`src/rtl/eeprom_spi_reader.sv`:
```
// eeprom_spi_reader: SPI mode-0 master that issues a READ (0x03) command and an address
// to one of four EEPROMs, then streams len bytes back. Every output is registered.
module eeprom_spi_reader #(
  parameter int CLK_DIV = 4,
  parameter int ADDR_W  = 16
) (
  input  logic              clk,
  input  logic              rst_n,
  input  logic              start,
  input  logic [1:0]        dev,
  input  logic [ADDR_W-1:0] addr,
  input  logic [7:0]        len,
  input  logic              abort,
  input  logic              SDIN,
  output logic              CSf,
  output logic              SCLKf,
  output logic              SDOUTf,
  output logic [1:0]        sel_f,
  output logic              busy,
  output logic [7:0]        rd_data,
  output logic              rd_valid,
  output logic              done
);

  localparam int         TX_W      = 8 + ADDR_W;
  localparam logic [7:0] DIV_LAST  = 8'(CLK_DIV - 1);
  localparam logic [4:0] ADDR_LAST = 5'(ADDR_W - 1);
  localparam logic [7:0] READ_CMD  = 8'h03;

  typedef enum logic [2:0] {
    IDLE,
    SETUP,
    CMD,
    ADDR,
    DATA,
    HOLD
  } state_t;

  state_t            state_q, state_d;
  logic              csf_q, csf_d;
  logic              sclk_q, sclk_d;
  logic              sdout_q, sdout_d;
  logic [1:0]        sel_q, sel_d;
  logic              busy_q, busy_d;
  logic [7:0]        rd_data_q, rd_data_d;
  logic              rd_valid_q, rd_valid_d;
  logic              done_q, done_d;
  logic [7:0]        div_cnt_q, div_cnt_d;
  logic [4:0]        bit_cnt_q, bit_cnt_d;
  logic [7:0]        byte_cnt_q, byte_cnt_d;
  logic [TX_W-1:0]   tx_q, tx_d;
  logic [6:0]        rx_q, rx_d;
  logic              div_last;

  // The half-period divider wraps on this cycle; every SCLKf edge and phase change keys off it.
  assign div_last = (div_cnt_q == DIV_LAST);

  // Next-state logic for the transfer sequencer, the SCLKf generator and the shift registers.
  always_comb begin
    state_d    = state_q;
    csf_d      = csf_q;
    sclk_d     = sclk_q;
    sdout_d    = sdout_q;
    sel_d      = sel_q;
    busy_d     = busy_q;
    rd_data_d  = rd_data_q;
    rd_valid_d = 1'b0;
    done_d     = 1'b0;
    div_cnt_d  = div_cnt_q;
    bit_cnt_d  = bit_cnt_q;
    byte_cnt_d = byte_cnt_q;
    tx_d       = tx_q;
    rx_d       = rx_q;

    case (state_q)
      IDLE: begin
        if (start && (len != 8'd0)) begin
          state_d    = SETUP;
          busy_d     = 1'b1;
          csf_d      = 1'b0;
          sel_d      = dev;
          tx_d       = {READ_CMD, addr};
          byte_cnt_d = len;
          div_cnt_d  = 8'd0;
          bit_cnt_d  = 5'd0;
          sclk_d     = 1'b0;
          sdout_d    = 1'b0;
        end
      end

      SETUP, CMD, ADDR, DATA: begin
        if (abort) begin
          // Abort parks SCLKf low at once and lets HOLD close the frame cleanly.
          state_d   = HOLD;
          sclk_d    = 1'b0;
          sdout_d   = 1'b0;
          div_cnt_d = 8'd0;
          bit_cnt_d = 5'd0;
        end else if (!div_last) begin
          div_cnt_d = div_cnt_q + 8'd1;
        end else if (state_q == SETUP) begin
          state_d   = CMD;
          div_cnt_d = 8'd0;
          sdout_d   = tx_q[TX_W-1];
        end else if (!sclk_q) begin
          // Rising SCLKf edge: this is the instant SDIN is sampled.
          sclk_d    = 1'b1;
          div_cnt_d = 8'd0;
          if (state_q == DATA) begin
            rx_d = {rx_q[5:0], SDIN};
            if (bit_cnt_q == 5'd7) begin
              rd_data_d  = {rx_q, SDIN};
              rd_valid_d = 1'b1;
              byte_cnt_d = byte_cnt_q - 8'd1;
            end
          end
        end else begin
          // Falling SCLKf edge: the bit is complete, so present the next one.
          sclk_d    = 1'b0;
          div_cnt_d = 8'd0;
          bit_cnt_d = bit_cnt_q + 5'd1;
          if (state_q == CMD) begin
            tx_d    = tx_q << 1;
            sdout_d = tx_q[TX_W-2];
            if (bit_cnt_q == 5'd7) begin
              state_d   = ADDR;
              bit_cnt_d = 5'd0;
            end
          end else if (state_q == ADDR) begin
            tx_d = tx_q << 1;
            if (bit_cnt_q == ADDR_LAST) begin
              state_d   = DATA;
              bit_cnt_d = 5'd0;
              sdout_d   = 1'b0;
            end else begin
              sdout_d = tx_q[TX_W-2];
            end
          end else begin
            if (bit_cnt_q == 5'd7) begin
              bit_cnt_d = 5'd0;
              if (byte_cnt_q == 8'd0) begin
                state_d = HOLD;
              end
            end
          end
        end
      end

      HOLD: begin
        if (div_last) begin
          state_d    = IDLE;
          csf_d      = 1'b1;
          done_d     = 1'b1;
          busy_d     = 1'b0;
          div_cnt_d  = 8'd0;
          bit_cnt_d  = 5'd0;
          byte_cnt_d = 8'd0;
        end else begin
          div_cnt_d = div_cnt_q + 8'd1;
        end
      end

      default: begin
        state_d = IDLE;
      end
    endcase
  end

  // State and output registers; reset deselects the EEPROM asynchronously and never emits done.
  always_ff @(posedge clk or negedge rst_n) begin
    if (!rst_n) begin
      state_q    <= IDLE;
      csf_q      <= 1'b1;
      sclk_q     <= 1'b0;
      sdout_q    <= 1'b0;
      sel_q      <= 2'd0;
      busy_q     <= 1'b0;
      rd_data_q  <= 8'h00;
      rd_valid_q <= 1'b0;
      done_q     <= 1'b0;
      div_cnt_q  <= 8'd0;
      bit_cnt_q  <= 5'd0;
      byte_cnt_q <= 8'd0;
      tx_q       <= '0;
      rx_q       <= 7'd0;
    end else begin
      state_q    <= state_d;
      csf_q      <= csf_d;
      sclk_q     <= sclk_d;
      sdout_q    <= sdout_d;
      sel_q      <= sel_d;
      busy_q     <= busy_d;
      rd_data_q  <= rd_data_d;
      rd_valid_q <= rd_valid_d;
      done_q     <= done_d;
      div_cnt_q  <= div_cnt_d;
      bit_cnt_q  <= bit_cnt_d;
      byte_cnt_q <= byte_cnt_d;
      tx_q       <= tx_d;
      rx_q       <= rx_d;
    end
  end

  assign CSf      = csf_q;
  assign SCLKf    = sclk_q;
  assign SDOUTf   = sdout_q;
  assign sel_f    = sel_q;
  assign busy     = busy_q;
  assign rd_data  = rd_data_q;
  assign rd_valid = rd_valid_q;
  assign done     = done_q;

endmodule

```
`config.mk`:
```
export PLATFORM = sky130hd
export DESIGN_NAME = eeprom_spi_reader
export DESIGN_NICKNAME = d
export VERILOG_FILES = /design/src/rtl/eeprom_spi_reader.sv
export SDC_FILE = /design/constraint.sdc
export NUM_CORES = 1
export LEC_CHECK = 0
export CORE_ASPECT_RATIO = 0.8
export CORE_MARGIN = 5
export CORE_UTILIZATION = 48
export DETAILED_ROUTE_END_ITERATION = 8
export PLACE_DENSITY_LB_ADDON = 0.12
export SYNTH_ARGS = -nofsm -noshare
export SYNTH_HDL_FRONTEND = slang
export SYNTH_SLANG_ARGS = --single-unit
```
`constraint.sdc`:
```
create_clock -name clk -period 2.6 [get_ports clk]
set_clock_uncertainty 0.1 [all_clocks]
set_input_delay 0.26 -clock clk [delete_from_list [all_inputs] [get_ports clk]]
set_output_delay 0.26 -clock clk [all_outputs]
set_load 0.03 [all_outputs]
```
* Word-level counts from Yosys, hierarchy flattened
Index checks and enable logic that the tools add are counted.
** Operators by class
- Bitwise gates (word level) :: 3
- Muxes and demuxes :: 73
- Equal/unequal tests :: 27
- $add $sub $neg :: 3
- Reduce and logical (&&, ||, !) cells :: 19
** Operator list (count)
- $mux 24 :: 7
- $mux 8 :: 11
- $mux 5 :: 10
- $pmux 24 s2 :: 1
- $pmux 8 s3 :: 2
- $mux 3 :: 12
- $mux 1 :: 24
- $ne 2x2->1 const B :: 9
- $ne 5x5->1 const B :: 3
- $pmux 5 s3 :: 1
- $reduce_and 7->1 :: 2
- $ne 3x3->1 const B :: 4
- $ne 6x6->1 const B :: 2
- $reduce_and 6->1 :: 2
- $pmux 3 s3 :: 1
- $reduce_and 9->1 :: 1
- $add 8x1->8 const B :: 1
- $eq 8x2->1 const B :: 1
- $logic_not 8->1 :: 1
- $pmux 1 s2 :: 4
- $reduce_and 8->1 :: 1
- $reduce_bool 8->1 :: 1
- $sub 8x1->8 const B :: 1
- $eq 3x2->1 const B :: 2
- other kinds (16) :: 21
** Word-level totals
- Input bits :: 31
- Word-level logic and storage cells :: 139
- Output and inout port bits :: 16
- Bits in registers :: 71

* Logic depth before layout (Yosys ltp)
Gate-level depths: netlist of the first run.
- Depth after elaboration :: 10
- Depth in mapped cells :: 9
- Gate-level depth less buffers :: 9

* Least setup slack after synthesis of the first run
OpenSTA, ideal clock, no wires.
- Kind :: register -> register
- From :: register div_cnt_q[0]
- To :: register rd_data_q[4], in the netlist rd_data[4]
- Buffers on the path :: 0
- Cell stages (with the launch flop) :: 7
- Arrival :: 1898 ps
- Period minus slack after synthesis :: 2125 ps
- Path slack :: 475 ps
- Library setup time :: 128 ps
- Path through :: dfrtp_1 ha_1 nor3b_2 nand2_1 nor4b_4 nand2_4 mux2_1
** Between the ends
- Word-level cells in the longest chain between the ends :: 2
** Ends and longest elaborated chain
- start: declaration :: RTL line 48 : logic [7:0] div_cnt_q, div_cnt_d;
- start signal: assignment :: RTL line 196 : div_cnt_q <= div_cnt_d;
- $eq 8x2->1 :: RTL line 56 : assign div_last = (div_cnt_q == DIV_LAST);
- $reduce_and 7->1 (no line)
- end signal: assignment :: RTL line 193 : rd_data_q <= rd_data_d;
- end: declaration :: RTL line 45 : logic [7:0] rd_data_q, rd_data_d;
No other way between the ends.
A chain may end at the register's enable or synchronous reset.

* Worst setup path after layout of the first run
- From :: register state_q[0]
- To :: register byte_cnt_q[5]
** Between the ends
- Word-level cells in the longest chain between the ends :: 4
- Elaborated cells on any way between the ends :: 18
- Those cells by class :: eq/ne: 13; mux: 1; reduce/logical: 4
** Ends and longest elaborated chain
- start: declaration :: RTL line 39 : state_t state_q, state_d;
- start signal: assignment :: RTL line 187 : state_q <= state_d;
- $eq 3x1->1 (tied with other cells) :: RTL line 75, 101
- $reduce_or 4->1 :: RTL line 75 : case (state_q)
- $ne 2x2->1 (no line) / $reduce_bool 3->1 (equally long branches)
- $reduce_and 9->1 (no line)
- end signal: assignment :: RTL line 198 : byte_cnt_q <= byte_cnt_d;
- end: declaration :: RTL line 50 : logic [7:0] byte_cnt_q, byte_cnt_d;
Parallel ways exist; a longest one is shown, timed or not.

==> impl_metrics.toml, run 1 <==
[outcome]
outcome = "completed"

[critical_path]
max_stage_delay_ns = 0.71
cp_max_fo = 14
crit_arrival_ns = 2.50
cpMaxStageDelayCell = "nor2_1"
path_cells = "nor3_1 -> nor2_1 -> buf_4 -> a21oi_1 -> o22a_1"
crit_buf_inv = 1
path_delay_family = "simple AND/OR/NAND/NOR gates"
cp.required_ns = 2.74
startpoint_type = "register"
end_kind = "register"
path_class = "reg2reg"

[floorplanning]
die_h_um = 89.0
rows = 28
ios = 47
fp.dieW_um = 109
die-area_um2 = 9680
core_um2 = 7500
start_util_pct = 49.9

[sta]
setup_violations = 0
period_share_pct = 91.0
fin_crit_ns = 2.37
slew_headroom_pct = 41.6
worst_slew_pin_slew_ns = 0.873
hold_slack_ns = 0.361
tns_ns = 0
hold_viol = 0
final-max-slew-violation-count = 0
max_freq_mhz = 423
rsz0062_at_grt = "no"

[power_and_ir_drop]
p_per_area_nw_per_um2 = 1050
p_leak_nw = 2.04
vdd.ir_drop.worst_mv = 0.518
power_switching_mw = 2.07
p_seq_share_pct = 35.8
sw_frac_of_total_pct = 42.4
internal_power_mw = 2.81
power.share.combinational_pct = 47.6
p_total_mw = 4.88
clkPwrFrac_pct = 16.6

[synth]
syn_nets = 434
synth_cell_types = 63
synth_ff_type = "dfrtp_1"
synth.yosys.warnings = 0
yosys.cell_count.top_type = "dfrtp_1"
yosys.area.top_type = "dfrtp_1"
ys_ff_latch = 71
avgSynthCellArea_um2 = 9.43
synthCells = 397
synth.top_cells.by_count = "70 x dfrtp_1, 51 x nand2_1, 35 x nor2_1"
syn_area_um2 = 3740
async_flop_share_pct = 100
synth-edff-count = 0
yosysTopAreaCellShare_pct = 46.8
synth_seq_area_share_pct = 47.5
synth.area.top_cells = "dfrtp_1 47%, mux2_2 5.4%, nand2_1 5.1%"

[worst_hold_path]
hold_class = "in2async"

[drt]
drt-initial-drc-count = 150
viasPerCell = 5.56
vias = 3145
antenna_left = 0
wire_per_inst_um = 14.6
drc = 0
wl_um = 8240
dr.pass1.iters = 5

[finish]
multi_input_area_um2 = 1800
area.sequential_um2 = 1780
nets = 493
area_delta_synth_final_pct = 23.7
fillers = 658
diodes = 0
postLayoutCellArea_um2 = 4630
final_cells = 566
drive_gt1_share_pct = 15.0

[clocking]
clk_latency_ns = 0.35
cts_tree = "built"
ctsRootBufferMaster = "clkbuf_8"
htree_levels = 3
path_clk_slew_ns = 0.08
cts_sinks = 71
post_cts_buffers = 0
cts-buffers-inserted = 9
cts_buffer_depth = 2

[place]
dp.cells = 549
numPortBuffers = 46
placed_cell_area_um2 = 4440
place_hpwl_um = 5820
gp_congestion = 0.882

[grt]
grt_use_total_pct = 18.8
antenna_found_initial = 0
grt_max_degree = 72
overflow = 0
grt_pass1_vias = 3058
grt_pass1_wl_um = 14400

[flow_run]
cap_viol_max_count = 0
[layout make-up]
type	count	area share (%)
Clock buffer	10	2.97
Clock inverter	6	0.945
Inverter	20	1.62
Multi-Input combinational cell	284	38.9
Sequential cell	71	38.4
Tap cell	105	2.84
Timing Repair Buffer	70	14.3
[cells in the final DEF, fill, tap and decap left out, types with 5 or more instances in the layout]
cell type,Yosys,final
nand2_1,51,50
o21ai_1,8,8
and3_1,5,5
nand3_1,16,16
nor2_1,35,35
clkbuf_8,0,10
nand2b_1,5,5
mux2_2,18,18
dfrtp_1,70,70
a21oi_1,16,15
ha_1,6,6
inv_1,20,20
o211ai_1,5,5
a31oi_1,22,22
nor3_1,8,8
clkdlybuf4s50_1,0,45
buf_4,0,21
o21ai_0,22,22
[timing repair]
| action | in CTS | in global routing |
|---|---|---|
| endpoints found under the setup margin | 0 | 1 |
| resized for setup | 0 | 1 |
| endpoints found under the hold margin | 70 | 0 |
| hold buffers | 1 | 0 |
[power by group through the flow]
stage          Combinational [mW]  Clock [mW]  Sequential (mW)
2_1_floorplan                1.58           0             1.76
3_3_place_gp                 2.27           0             1.75
3_5_place_dp                 2.31           0             1.76
4_1_cts                      2.32       0.836             1.74
5_1_grt                      2.64       0.883             1.80
6_report                     2.32       0.811             1.75
[worst register-to-register path: stages, from the launching register on]
cell and delay, ns:
dfrtp_1 0.64, nor3_1 0.18, nor2_1 0.71, buf_4 0.34, a21oi_1 0.09, o22a_1 0.20
[through the flow]
stage	utilization (%)	setup WS, ns
finish	61.8	0.234
global placement	59.2	0.102
global route	61.8	0.0152
detailed placement	59.2	0.0498
CTS	61.7	0.262
floorplan	-	0.475
[registers in the layout, indices dropped and copies added (netlist names)]
register    count
CSf             1
SCLKf           1
SDOUTf          1
bit_cnt_q       5
busy            1
byte_cnt_q      8
div_cnt_q       8
done            1
rd_data         8
rd_valid        1
rx_q            7
sel_f           2
state_q         3
tx_q           24
[routing by layer]
layer | global-route usage (%) | part of all wire [%]
met1 | 26.3 | 49
met2 | 28.7 | 43
met3 | 5.99 | 6.9
met4 | 4.47 | 1.1
met5 | 0 | 0
[path summary, 6_finish.rpt]
path | startpoint | to | slack (ns) | cells past startpoint
setup / recovery | state_q[0] | byte_cnt_q[5] | 0.23 | 5
hold / removal | rst_n | div_cnt_q[6] | 0.36 | 3
setup reg to reg | state_q[0] | byte_cnt_q[5] | 0.23 | 5
hold reg to reg | rd_data[0] | rd_data[0] | 0.41 | 1
max in group asynchronous | rst_n | CSf | 1.68 | 3
min in group clk | addr[4] | tx_q[4] | 0.36 | 3
[cell families after synthesis]
logic type / Yosys count / synth area share [%]
fa+ha+maj: 6 / 2.01
simple gates: 146 / 19.6
buf+inv: 42 / 4.71
xor+xnor: 1 / 0.234
mux: 20 / 5.98
compound gates: 111 / 20.0
flops: 71 / 47.5
(Power assumes the default switching activity.)
==> run 2, diff against run 1 <==
--- a/config.mk
+++ b/config.mk
@@ -5,9 +5,11 @@
 export SDC_FILE = /design/constraint.sdc
 export NUM_CORES = 1
 export LEC_CHECK = 0
+export CELL_PAD_IN_SITES_DETAIL_PLACEMENT = 0
+export CELL_PAD_IN_SITES_GLOBAL_PLACEMENT = 1
 export CORE_ASPECT_RATIO = 0.8
 export CORE_MARGIN = 5
-export CORE_UTILIZATION = 48
+export CORE_UTILIZATION = 43
 export DETAILED_ROUTE_END_ITERATION = 8
 export PLACE_DENSITY_LB_ADDON = 0.12
 export SYNTH_ARGS = -nofsm -noshare
==> run 2 against run 1 <==
  * Maximum frequency rose by 1.3%
  * Total power rose by 0.54%
  * Clock-buffer cell count fell by 1
  * First-iteration DRC count rose by 79%
  * Die area rose by 10%
  * Design area rose by 0.57%
  * Routed wire length rose by 2.7%
  * Sequential share of layout area fell by 0.22 points
  * Via count fell by 0.73%
  * Non-clock buffer count rose by 3
  * Sequential cell count did not move
  * Critical path type unchanged
  * Critical endpoint is now byte_cnt_q[2]
  * Largest cell class unchanged
==> impl_metrics.toml, run 2 (synthesis results as in run 1) <==
[sta]
rsz0062_at_grt = "no"
worst_slew_pin_slew_ns = 0.719
period_share_pct = 89.8
fin_crit_ns = 2.34
final-max-slew-violation-count = 0
hold_viol = 0
max_freq_mhz = 428
tns_ns = 0
slew_headroom_pct = 52.1
setup_violations = 0

[critical_path]
cpMaxStageDelayCell = "o32a_1"
cp_common_cell = "o21ai_0"
path_cells = "ha_1 -> nor3b_2 -> nand2_1 -> o32a_1 -> buf_4 -> o21ai_0 -> o21ai_0"
cp_max_fo = 7
cp.required_ns = 2.73
path_class = "reg2reg"
startpoint_type = "register"
crit_arrival_ns = 2.47
end_kind = "register"
max_stage_delay_ns = 0.48

[drt]
antenna_left = 0
drt-initial-drc-count = 269
viasPerCell = 5.42
dr.pass1.iters = 5
dr_wl_met3_um = 471
drc = 0
met2_length_um = 3600
vias = 3122
dr.max_layer_used = "met4"
wirelength_met1_um = 4300
wl_um = 8470
wire_per_inst_um = 14.7

[place]
place_hpwl_um = 6060
dp.cells = 559
gp_congestion = 0.829
numPortBuffers = 46

[clocking]
ctsRootBufferMaster = "clkbuf_8"
cts_resized = 0
cts_tree = "built"
cts_sinks = 71
htree_levels = 3
post_cts_buffers = 0
cts-buffers-inserted = 9
postCtsHoldBufs = 1
clk_latency_ns = 0.35
cts_buffer_depth = 2
path_clk_slew_ns = 0.09

[finish]
top_register = "tx_q"
drive_gt1_share_pct = 15.3
mostFrequentLayoutCells = "70 x dfrtp_1, 51 x nand2_1, 45 x clkdlybuf4s50_1"
area_delta_synth_final_pct = 24.4
fillers = 810
finish.utilization_pct = 54.9
nets = 496
final_cells = 576
largest_register_ffs = 24
final_common_cell = "dfrtp_1"
diodes = 0

[floorplanning]
die_h_um = 93.5
core_um2 = 8480
die-area_um2 = 10700
fp.dieW_um = 114
start_util_pct = 44.1
ios = 47
rows = 30

[grt]
grt_pass1_vias = 2915
antenna_found_initial = 0
grt_pass1_wl_um = 14400
grt_max_degree = 48
grt_use_total_pct = 16.7
overflow = 0

[power_and_ir_drop]
p_leak_nw = 2.04
p_per_area_nw_per_um2 = 1050
p_total_mw = 4.91
vdd.ir_drop.worst_mv = 0.417

[flow_run]
cap_viol_max_count = 0

[worst_hold_path]
hold_class = "in2reg"

[outcome]
outcome = "completed"
[run 2: cell types whose count changed in the layout (fill, tap and decap cells not counted), sizes merged]
| cell | before | now |
|---|---|---|
| buf | 24 | 27 |
| clkinv | 4 | 2 |
| inv | 21 | 23 |
| clkbuf | 10 | 9 |
| clkinvlp | 1 | 2 |
[run 2: worst paths after layout]
kind	from	end	slack, ns	depth (start not counted)
worst max-delay path	div_cnt_q[0]	byte_cnt_q[2]	0.26	7
min in group asynchronous	rst_n	div_cnt_q[3]	0.40	2
worst min-delay path	addr[14]	tx_q[14]	0.36	3
worst min register to register	rd_data[4]	rd_data[4]	0.40	1
worst max register to register	div_cnt_q[0]	byte_cnt_q[2]	0.26	7
max in group asynchronous	rst_n	CSf	1.29	3
[run 2: cell type report]
type / instances / area (um^2) / area share [%]
Clock buffer: 9 / 124 / 2.66
Sequential cell: 71 / 1780 / 38.2
Tap cell: 112 / 140 / 3.01
Inverter: 20 / 75.1 / 1.61
Multi-Input combinational cell: 284 / 1800 / 38.7
Clock inverter: 7 / 55.1 / 1.18
Timing Repair Buffer: 73 / 686 / 14.7
[run 2: report_power, final]
part,internal (mW),total [mW],switching (mW)
clock,0.356,0.809,0.454
sequential,1.46,1.76,0.308
combinational,0.996,2.33,1.34
total,2.81,4.91,2.10
[run 2: critical path: cells and delay by family, from the launching register on]
kind            cells  cell delay (ns)
flops               1             0.38
simple gates        2             0.60
fa+ha+maj           1             0.21
buf+inv             1             0.19
compound gates      3             0.72
[run 2: per-stage QoR]
| stage | setup slack (ns) | cell area, um^2 | hold WS [ns] |
|---|---|---|---|
| floorplan | 0.475 | 3740 | -0.136 |
| CTS | 0.263 | 4660 | 0.357 |
| global route | 0.0223 | 4660 | 0.355 |
| detailed placement | 0.0322 | 4470 | 0.262 |
| finish | 0.264 | 4660 | 0.360 |
| global placement | 0.0858 | 4470 | 0.249 |
[run 2: layer usage]
layer	global-route usage, %	up-vias
met2	23.4	74
met3	4.01	11
li1	-	1559
met4	4.45	0
met1	25.4	1478
met5	0	-
